## src/rtl/inv_decrypt_ctrl_if.sv

```systemverilog
// Bundle of the decryption sequencer's handshake, result and external datapath signals.
// slave modport is the sequencer's view; master modport is the driver/stub view.
// Ports: start/cipher_in/key_in/in_ready (request), plain_out/out_valid/out_ready (result),
//        kg_count/kg_key/kg_keyout (key generation), ic_code/ic_last/ic_altered (inverse round), busy.
interface inv_decrypt_ctrl_if;
    logic        start;
    logic [15:0] cipher_in;
    logic [15:0] key_in;
    logic        in_ready;
    logic        busy;
    logic [15:0] plain_out;
    logic        out_valid;
    logic        out_ready;
    logic [3:0]  kg_count;
    logic [15:0] kg_key;
    logic [15:0] kg_keyout;
    logic [15:0] ic_code;
    logic        ic_last;
    logic [15:0] ic_altered;

    modport slave (
        input  start, cipher_in, key_in, out_ready, kg_keyout, ic_altered,
        output in_ready, busy, plain_out, out_valid, kg_count, kg_key, ic_code, ic_last
    );

    modport master (
        output start, cipher_in, key_in, out_ready, kg_keyout, ic_altered,
        input  in_ready, busy, plain_out, out_valid, kg_count, kg_key, ic_code, ic_last
    );
endinterface

```

## src/rtl/inv_decrypt_ctrl.sv

```systemverilog
// Purpose: sequences one decryption: forward round-key expansion into a local buffer, then
//          ROUNDS inverse rounds consuming keys in reverse, then holds the plaintext.
// Latency: out_valid rises 2*ROUNDS+2 cycles after the accept edge; one request at a time.
// Backpressure: plain_out/out_valid held until out_ready; start ignored unless in_ready (IDLE).
// Ports: clk, rst (sync, active-high), bus (inv_decrypt_ctrl_if.slave).
module inv_decrypt_ctrl #(
    parameter int ROUNDS = 2
) (
    input  logic               clk,
    input  logic               rst,
    inv_decrypt_ctrl_if.slave  bus
);

    localparam logic [2:0] S_IDLE   = 3'd0;
    localparam logic [2:0] S_EXPAND = 3'd1;
    localparam logic [2:0] S_INIT   = 3'd2;
    localparam logic [2:0] S_ROUND  = 3'd3;
    localparam logic [2:0] S_DONE   = 3'd4;

    localparam logic [3:0] LAST_IDX = 4'(ROUNDS);

    logic [2:0]  fsm_q,   fsm_d;
    logic [15:0] state_q, state_d;
    logic [3:0]  cnt_q,   cnt_d;
    logic [15:0] plain_q, plain_d;
    logic        valid_q, valid_d;

    logic [15:0] key_q [0:ROUNDS];
    logic        key_we;
    logic [3:0]  key_widx;
    logic [15:0] key_wdat;

    logic [15:0] key_prev;   // key[cnt-1], fed to key generation during EXPAND
    logic [15:0] key_cur;    // key[cnt], added after each inverse round

    // Key buffer reads compare the full 4-bit counter so no index narrowing is needed.
    always_comb begin
        key_prev = '0;
        key_cur  = '0;
        for (int k = 0; k <= ROUNDS; k++) begin
            if (cnt_q == 4'(k + 1)) key_prev = key_q[k];
            if (cnt_q == 4'(k))     key_cur  = key_q[k];
        end
    end

    always_comb begin
        fsm_d    = fsm_q;
        state_d  = state_q;
        cnt_d    = cnt_q;
        plain_d  = plain_q;
        valid_d  = valid_q;
        key_we   = 1'b0;
        key_widx = cnt_q;
        key_wdat = bus.kg_keyout;
        case (fsm_q)
            S_IDLE: begin
                if (bus.start) begin
                    state_d  = bus.cipher_in;
                    cnt_d    = 4'd1;
                    key_we   = 1'b1;
                    key_widx = 4'd0;
                    key_wdat = bus.key_in;
                    fsm_d    = S_EXPAND;
                end
            end
            S_EXPAND: begin
                key_we = 1'b1;
                if (cnt_q == LAST_IDX) fsm_d = S_INIT;
                else                   cnt_d = cnt_q + 4'd1;
            end
            S_INIT: begin
                state_d = state_q ^ key_q[ROUNDS];
                cnt_d   = LAST_IDX - 4'd1;
                fsm_d   = S_ROUND;
            end
            S_ROUND: begin
                state_d = bus.ic_altered ^ key_cur;
                if (cnt_q == 4'd0) fsm_d = S_DONE;
                else               cnt_d = cnt_q - 4'd1;
            end
            S_DONE: begin
                // First DONE cycle loads the output register; afterwards wait for the consumer.
                if (!valid_q) begin
                    valid_d = 1'b1;
                    plain_d = state_q;
                end else if (bus.out_ready) begin
                    valid_d = 1'b0;
                    plain_d = '0;
                    fsm_d   = S_IDLE;
                end
            end
            default: fsm_d = S_IDLE;
        endcase
    end

    always_ff @(posedge clk) begin
        if (rst) begin
            fsm_q   <= S_IDLE;
            state_q <= '0;
            cnt_q   <= '0;
            plain_q <= '0;
            valid_q <= 1'b0;
        end else begin
            fsm_q   <= fsm_d;
            state_q <= state_d;
            cnt_q   <= cnt_d;
            plain_q <= plain_d;
            valid_q <= valid_d;
        end
    end

    // Key buffer contents are don't-care after reset, so it carries no reset.
    always_ff @(posedge clk) begin
        for (int k = 0; k <= ROUNDS; k++) begin
            if (key_we && key_widx == 4'(k)) key_q[k] <= key_wdat;
        end
    end

    assign bus.in_ready  = (fsm_q == S_IDLE);
    assign bus.busy      = (fsm_q != S_IDLE);
    assign bus.plain_out = plain_q;
    assign bus.out_valid = valid_q;
    assign bus.kg_count  = (fsm_q == S_EXPAND) ? cnt_q : 4'd0;
    assign bus.kg_key    = (fsm_q == S_EXPAND) ? key_prev : 16'd0;
    assign bus.ic_code   = state_q;
    assign bus.ic_last   = (fsm_q == S_ROUND) && (cnt_q == 4'd0);

endmodule

```

## src/flat_wrapper.sv

```systemverilog
// flat-port wrapper written by rule: the top's interface ports become plain ports
module inv_decrypt_ctrl_flat 
#(
    parameter int ROUNDS = 2
)
  (clk, rst, bus_start, bus_cipher_in, bus_key_in, bus_out_ready, bus_kg_keyout, bus_ic_altered, bus_in_ready, bus_busy, bus_plain_out, bus_out_valid, bus_kg_count, bus_kg_key, bus_ic_code, bus_ic_last);
  inv_decrypt_ctrl_if bus_i ();
  input  logic clk;
  input  logic rst;
  input wire logic [$bits(bus_i.start)-1:0] bus_start;
  input wire logic [$bits(bus_i.cipher_in)-1:0] bus_cipher_in;
  input wire logic [$bits(bus_i.key_in)-1:0] bus_key_in;
  input wire logic [$bits(bus_i.out_ready)-1:0] bus_out_ready;
  input wire logic [$bits(bus_i.kg_keyout)-1:0] bus_kg_keyout;
  input wire logic [$bits(bus_i.ic_altered)-1:0] bus_ic_altered;
  output wire logic [$bits(bus_i.in_ready)-1:0] bus_in_ready;
  output wire logic [$bits(bus_i.busy)-1:0] bus_busy;
  output wire logic [$bits(bus_i.plain_out)-1:0] bus_plain_out;
  output wire logic [$bits(bus_i.out_valid)-1:0] bus_out_valid;
  output wire logic [$bits(bus_i.kg_count)-1:0] bus_kg_count;
  output wire logic [$bits(bus_i.kg_key)-1:0] bus_kg_key;
  output wire logic [$bits(bus_i.ic_code)-1:0] bus_ic_code;
  output wire logic [$bits(bus_i.ic_last)-1:0] bus_ic_last;
  assign bus_i.start = bus_start;
  assign bus_i.cipher_in = bus_cipher_in;
  assign bus_i.key_in = bus_key_in;
  assign bus_i.out_ready = bus_out_ready;
  assign bus_i.kg_keyout = bus_kg_keyout;
  assign bus_i.ic_altered = bus_ic_altered;
  assign bus_in_ready = bus_i.in_ready;
  assign bus_busy = bus_i.busy;
  assign bus_plain_out = bus_i.plain_out;
  assign bus_out_valid = bus_i.out_valid;
  assign bus_kg_count = bus_i.kg_count;
  assign bus_kg_key = bus_i.kg_key;
  assign bus_ic_code = bus_i.ic_code;
  assign bus_ic_last = bus_i.ic_last;
  inv_decrypt_ctrl #(.ROUNDS(ROUNDS)) u_core (.clk(clk), .rst(rst), .bus(bus_i));
endmodule
```

## config.mk

```make
export PLATFORM = sky130hd
export DESIGN_NAME = inv_decrypt_ctrl_flat
export DESIGN_NICKNAME = d
export VERILOG_FILES = /design/src/rtl/inv_decrypt_ctrl_if.sv /design/src/rtl/inv_decrypt_ctrl.sv /design/src/flat_wrapper.sv
export SDC_FILE = /design/constraint.sdc
export NUM_CORES = 1
export LEC_CHECK = 0
export CAP_MARGIN = 20
export CORE_UTILIZATION = 35
export CTS_BUF_LIST = sky130_fd_sc_hd__clkbuf_8
export DETAILED_ROUTE_END_ITERATION = 10
export PLACE_DENSITY = 0.63
export SLEW_MARGIN = 20
export SYNTH_ARGS = -nofsm -noshare
export SYNTH_HDL_FRONTEND = slang
export SYNTH_SLANG_ARGS = --single-unit
```

## constraint.sdc

```tcl
create_clock -name clk -period 4.78 [get_ports clk]
set_input_delay 0.956 -clock clk [delete_from_list [all_inputs] [get_ports clk]]
set_output_delay 0.956 -clock clk [all_outputs]
set_load 0.05 [all_outputs]
```

# Word-level counts from Yosys, hierarchy flattened
# Memories as Yosys holds them, arrays and structs flattened.
# Index checks and enable logic that the tools add are counted.
totals:
  register_bits: 40
  ramBits: 48
  inputBits: 68
  out_inout_bits: 56
  memories: 1
op_classes:
  n_addsub: 2
  n_eq_ne: 17
  muxes: 42
  bitwise: 2
  n_reduce_logical: 16
memory_table:
  columns: ["name", "words", "width", "read_ports", "rd_ports_with_merged_regs", "write_ports", "line_no", "source"]
  rows:
  - ["u_core.key_q", 3, 16, 3, 0, 1, "inv_decrypt_ctrl.sv:28", "logic [15:0] key_q [0:ROUNDS];"]
ops:
  columns: ["op", "count"]
  rows:
  - ["16-bit 2-to-1 mux", 14]
  - ["16-bit case mux with 3 select lines", 1]
  - ["16-bit OR reduction", 2]
  - ["16-bit XOR", 2]
  - ["4-bit 2-to-1 mux", 6]
  - ["4-bit case mux with 4 select lines", 1]
  - ["3-bit 2-to-1 mux", 5]
  - ["3-bit case mux with 5 select lines", 1]
  - ["4-bit by 2-bit equality test with 1-bit output, second input constant", 3]
  - ["1-bit 2-to-1 mux", 11]
  - ["2-bit != test, second input constant", 5]
  - ["4-bit by 1-bit equality test with 1-bit output, second input constant", 2]
  - ["4-bit logical NOT", 2]
  - ["3-bit by 2-bit equality test with 1-bit output, second input constant", 2]
  - ["2-bit by 1-bit != test with 1-bit output, second input constant", 3]
  - ["3-bit nonzero test", 2]
  - ["5-bit AND reduction", 1]
  - ["4-bit by 1-bit adder with 4-bit output, second input constant", 1]
  - ["1-bit logical AND", 4]
  - ["2-bit 2-to-1 mux", 2]
  - ["2-bit AND reduction", 2]
  - ["4-bit AND reduction", 1]
  - ["4-bit nonzero test", 1]
  - ["4-bit by 1-bit subtractor with 4-bit output, second input constant", 1]
  - ["4 further kinds", 4]

# Longest topological paths before layout
depth:
  word_depth: 9
  ltp_mapped: 10
  mapped_depth_nobuf: 7

# Worst setup path after synthesis
# No wires, ideal clock.
synth_timing:
  path_kind: "register to output"
  start: "reg u_core.cnt_q[0]"
  end: "out bus_kg_key[10]"
  arrival_time_ns: 2.731
  required_time_ns: 3.824
  path_slack_ns: 1.093
  stages_incl_launch_ff: 8
  n_path_buf: 2
  path_cell_list: "dfxtp_1 > inv_1 > ha_1 > buf_4 > nor3b_2 > clkbuf_1 > a222oi_1 > nor3_1"
synth_between:
  elab_chain_len: 5
synth_rtl:
  columns: ["item", "line_no", "source"]
  rows:
  - ["from (decl)", "inv_decrypt_ctrl.sv:24", "logic [3:0] cnt_q, cnt_d;"]
  - ["from (signal assigned)", "inv_decrypt_ctrl.sv:106", "cnt_q <= cnt_d;"]
  - ["4-bit by 1-bit equality test with 1-bit output", "inv_decrypt_ctrl.sv:41", "if (cnt_q == 4'(k + 1)) key_prev = key_q[k];"]
  - ["16-bit 2-to-1 mux (2 in a row)", "inv_decrypt_ctrl.sv:41", null]
  - ["16-bit 2-to-1 mux (*)", "inv_decrypt_ctrl.sv:41", null]
  - ["16-bit 2-to-1 mux (*)", "inv_decrypt_ctrl.sv:124", "assign bus.kg_key = (fsm_q == S_EXPAND) ? key_prev : 16'd0;"]
  - ["to (decl)", "flat_wrapper.sv:21", "output wire logic [$bits(bus_i.kg_key)-1:0] bus_kg_key;"]
# Every way passes the cells marked *; elsewhere a longest branch is shown, timed or not.

# Final worst setup path
layout_timing:
  start: "reg u_core.cnt_q[0]"
  end: "out bus_kg_key[15]"
# The elaborated chain is that of the path after synthesis.

==> run summary <==
The flow ran to the end, and the final reports show no timing, DRC or antenna violations. In this run the core area contains 41 standard-cell rows. The logs give 2 for the deepest clock path buffer count and 44 for the number of distinct standard cells referenced by the synthesized netlist. The tools report the post-route total power as 1.95 mW. The final period demand of the worst path works out to 4.37 ns. For the number of hold-slack violations in the final timing report, the log shows 0. Final setup skew: 0.0110 ns.

The tools report the wire length after detailed routing as 14,000 um. In this run the remaining antenna-violating nets after routing total 0. The global-route wire length before repair came out at 21,900 um. Yosys printed 0 warnings. Leaving out fill and tap cells, the most frequent cells in the layout are sky130_fd_sc_hd__clkdlybuf4s50_1 (123), sky130_fd_sc_hd__nor2_1 (76), sky130_fd_sc_hd__edfxtp_1 (48). The run gives 0 as the number of antenna violations at the first check in global routing. The CTS clock-pin slew for the worst setup and hold paths was 0.08 ns; the number of hold-repair buffers added at the cts stage was 0. Setup repair after global routing left no endpoint under its margin. The count of nets after finishing came out at 650. The depth of the worst register-to-register path is 8, and the final number of setup-violating endpoints is 0. The top cell family by delay on the critical path is buffers and inverters. Of all flip-flops after synthesis, the portion carrying an async set or reset was 0%. Height of the die: 117 um. In the finished design, the share of the clock period the worst path needs comes to 91.4%. The latest clock arrival within the worst-skew pair was 0.35 ns; the maximum VDD drop was 137 uV. Setup total negative slack on the finished layout was measured at 0 ns. In this run the mean area of a mapped cell was 9.89 um2. In this run the static leakage power is 2.08 nW. Post-synthesis net count: 543. In the final layout, the share of cells above drive strength 1 is 9.28%. The startpoint identified for the worst register-to-register timing path is u_core.cnt_q[1]. From left edge to right edge, the die measures 117 um. The tools report the launching instance or port of the critical path as u_core.cnt_q[0]. The detail-routed via count per cell was 5.55.

The leading register cell type out of synthesis was sky130_fd_sc_hd__edfxtp_1. The run gives 4650 um2 as the post-synthesis instance area. The startpoint kind of the worst setup timing path is a register.

The register-to-register setup slack was 1.89 ns; the worst slew margin relative to its limit was 38.1%. Number of global-route vias before repair: 3,985. The maximum fanout encountered on the critical timing path is 16, and the total track usage is 21.1%. The number of cells on the critical path is 6, and the final RePlAce weighted congestion is 0.873.

0 antenna diodes ended up in the layout. The library cell used most frequently in the layout, excluding fill and tap cells, is sky130_fd_sc_hd__clkdlybuf4s50_1. Total vias in the final route: 4,182. The worst setup path is captured at a primary output. Based on the critical path, the design can be clocked at up to 0.229 GHz. The first detailed-routing pass ran for 6 iterations.

For this configuration, the core starts out at a cell density of 36.4%. In this run the number of H-tree levels came out at 3. The number of design-rule violations left by the first detailed-router iteration is 613. Input and output buffers added on the ports amount to 123. Dividing total power by cell area gives a power density of 314 nW/um2. CTS saw 88 sinks. In the final routed layout, each cell accounts on average for 18.6 um. TritonCTS created 9 clock buffers. The signal on the critical path passes through inv_1 > ha_1 > nor3b_4 > a222oi_1 > nor3_1 > clkdlybuf4s50_1. The min-delay analysis places its worst path in the category reg2reg.

Once the clock tree was built, the resizer swapped 0 gates to a different size. Counting both buffers and inverters, the worst setup path holds a total of 2. The critical path data required time is 3.82 ns, and the HPWL reported at the end of detailed placement is 10,100 um. TritonCTS built the clock tree.

For this run, the slowest stage of the critical path takes 0.84 ns. Once the clock tree was built, the setup fixing pass inserted 0 buffers. 124 I/O pins were placed.

Summing the sequential cell areas from Yosys gives 48.2% of the chip area. The utilization after layout is 48.7%, and the largest net degree at the start of global routing is 41. Area growth from synthesis to layout: 33.9%. The gate count after technology mapping is 470.

In this run the worst setup path terminates at bus_kg_key[15]. After global routing the overflow that remains totals 0. After synthesis the netlist holds a flip-flop and latch count of 88. The floorplan core area is 12,800 um2. Among all stages on the critical path, the largest delay is contributed by sky130_fd_sc_hd__clkdlybuf4s50_1. The tool flagged a number of max-cap violations equal to 0.

The number of flops mapped to enable cells by yosys was 48; the transition time at the pin with the least slew margin was 0.921 ns. The die covers 13,700 um2. For the worst setup path, the data arrival time is 3.41 ns. The number of remaining DRC errors was 0.

Cell at the root of the clock tree: sky130_fd_sc_hd__clkbuf_8. The classification of the worst setup path was reg2out. The worst register-to-register path ends at u_core.bus.ic_code[7].

The tools report the number of pins with negative max-slew slack in the final report as 0.
==> layer usage <==
layer  part of all wire [%]  vias to the layer above  GRT usage, %
met3                    7.2                       25          3.24
met5                      0                        -             0
li1                       -                     1985             -
met2                     45                      207          32.6
met4                    2.5                        0          8.95
met1                     45                     1965          29.4
==> per-stage QoR <==
stage                     cells  instance area [um2]  setup slack (ns)  hold WS [ns]
after floorplan             470                 4650              1.09         0.509
after global placement      737                 5980             0.940         0.481
after detailed placement    737                 5980             0.891         0.488
after CTS                   753                 6210             0.495         0.512
after global routing        754                 6220             0.292         0.533
final                       754                 6220             0.412         0.502
==> Yosys cell counts (2+ instances only) <==
master                       n  area share [%]
sky130_fd_sc_hd__a211oi_1   18             2.9
sky130_fd_sc_hd__a21oi_1    35             3.8
sky130_fd_sc_hd__a222oi_1   16             3.4
sky130_fd_sc_hd__a22oi_1    17             2.7
sky130_fd_sc_hd__a2bb2oi_1  16             3.0
sky130_fd_sc_hd__and2_1      4            0.54
sky130_fd_sc_hd__buf_2       7            0.75
sky130_fd_sc_hd__buf_4       5            0.81
sky130_fd_sc_hd__buf_6       4            0.97
sky130_fd_sc_hd__clkbuf_1   21             1.7
sky130_fd_sc_hd__dfxtp_1    40              17
sky130_fd_sc_hd__edfxtp_1   48              31
sky130_fd_sc_hd__ha_1        5             1.3
sky130_fd_sc_hd__inv_1       5            0.40
sky130_fd_sc_hd__mux2_2     16             3.9
sky130_fd_sc_hd__nand2_1     6            0.48
sky130_fd_sc_hd__nand2b_1    4            0.54
sky130_fd_sc_hd__nand3_1     4            0.43
sky130_fd_sc_hd__nor2_1     76             6.1
sky130_fd_sc_hd__nor3_1     35             3.8
sky130_fd_sc_hd__nor4_1      2            0.27
sky130_fd_sc_hd__o21a_1     16             2.6
sky130_fd_sc_hd__o21ai_0    28             3.0
sky130_fd_sc_hd__o21ai_1     6            0.65
sky130_fd_sc_hd__or3b_1      2            0.38
sky130_fd_sc_hd__xnor2_1    16             3.0
==> registers in the layout, indices dropped and copies added (netlist names) <==
| register | flops |
|---|---|
| u_core.cnt_q | 4 |
| u_core.fsm_q | 3 |
| u_core.bus.ic_code | 16 |
| u_core.bus.plain_out | 16 |
| u_core.key_q | 48 |
| u_core.bus.out_valid | 1 |
==> worst reg2reg max path: cells and delay by family, from the launching register on <==
family	cells	cell delay, ns
buf+inv	2	0.37
flops	1	0.52
simple gates	2	1.01
fa+ha+maj	1	0.24
compound gates	3	0.69
==> where the power goes <==
part	switching [mW]	internal [mW]	total, mW	leakage [nW]
Combinational	0.278	0.204	0.482	1.20
Clock	0.280	0.299	0.579	0.111
Sequential	0.0427	0.851	0.894	0.772
==> area by class of cell <==
type,count,area (um2)
fill,1217,6550
clock inverter,7,98.8
inverter,5,18.8
tap,172,215
sequential,88,2240
multi-input combinational,339,2210
clock buffer,9,124
timing repair buffer,134,1310
==> worst min path at each step <==
stage                                 start                      end  slack [ns]  cells past startpoint
floorplan                   u_core.fsm_q[2]          u_core.fsm_q[1]        0.51                      2
global placement    u_core.bus.plain_out[9]  u_core.bus.plain_out[9]        0.48                      2
detailed placement  u_core.bus.plain_out[8]  u_core.bus.plain_out[8]        0.49                      2
CTS                 u_core.bus.plain_out[8]  u_core.bus.plain_out[8]        0.51                      2
global route        u_core.bus.plain_out[7]  u_core.bus.plain_out[7]        0.53                      2
finish              u_core.bus.plain_out[8]  u_core.bus.plain_out[8]        0.50                      2
==> logic make-up after synthesis <==
group	count (synthesis)	synth area share, %
AOI/OAI and AO/OA	157	23.5
xor gates and xnor gates	17	3.20
adders and majority gates	5	1.35
buffers and inverters	43	4.71
DFF	88	48.2
muxes	17	4.09
and+or+nand+nor	143	14.9
Power figures use the tool's default switching activity.
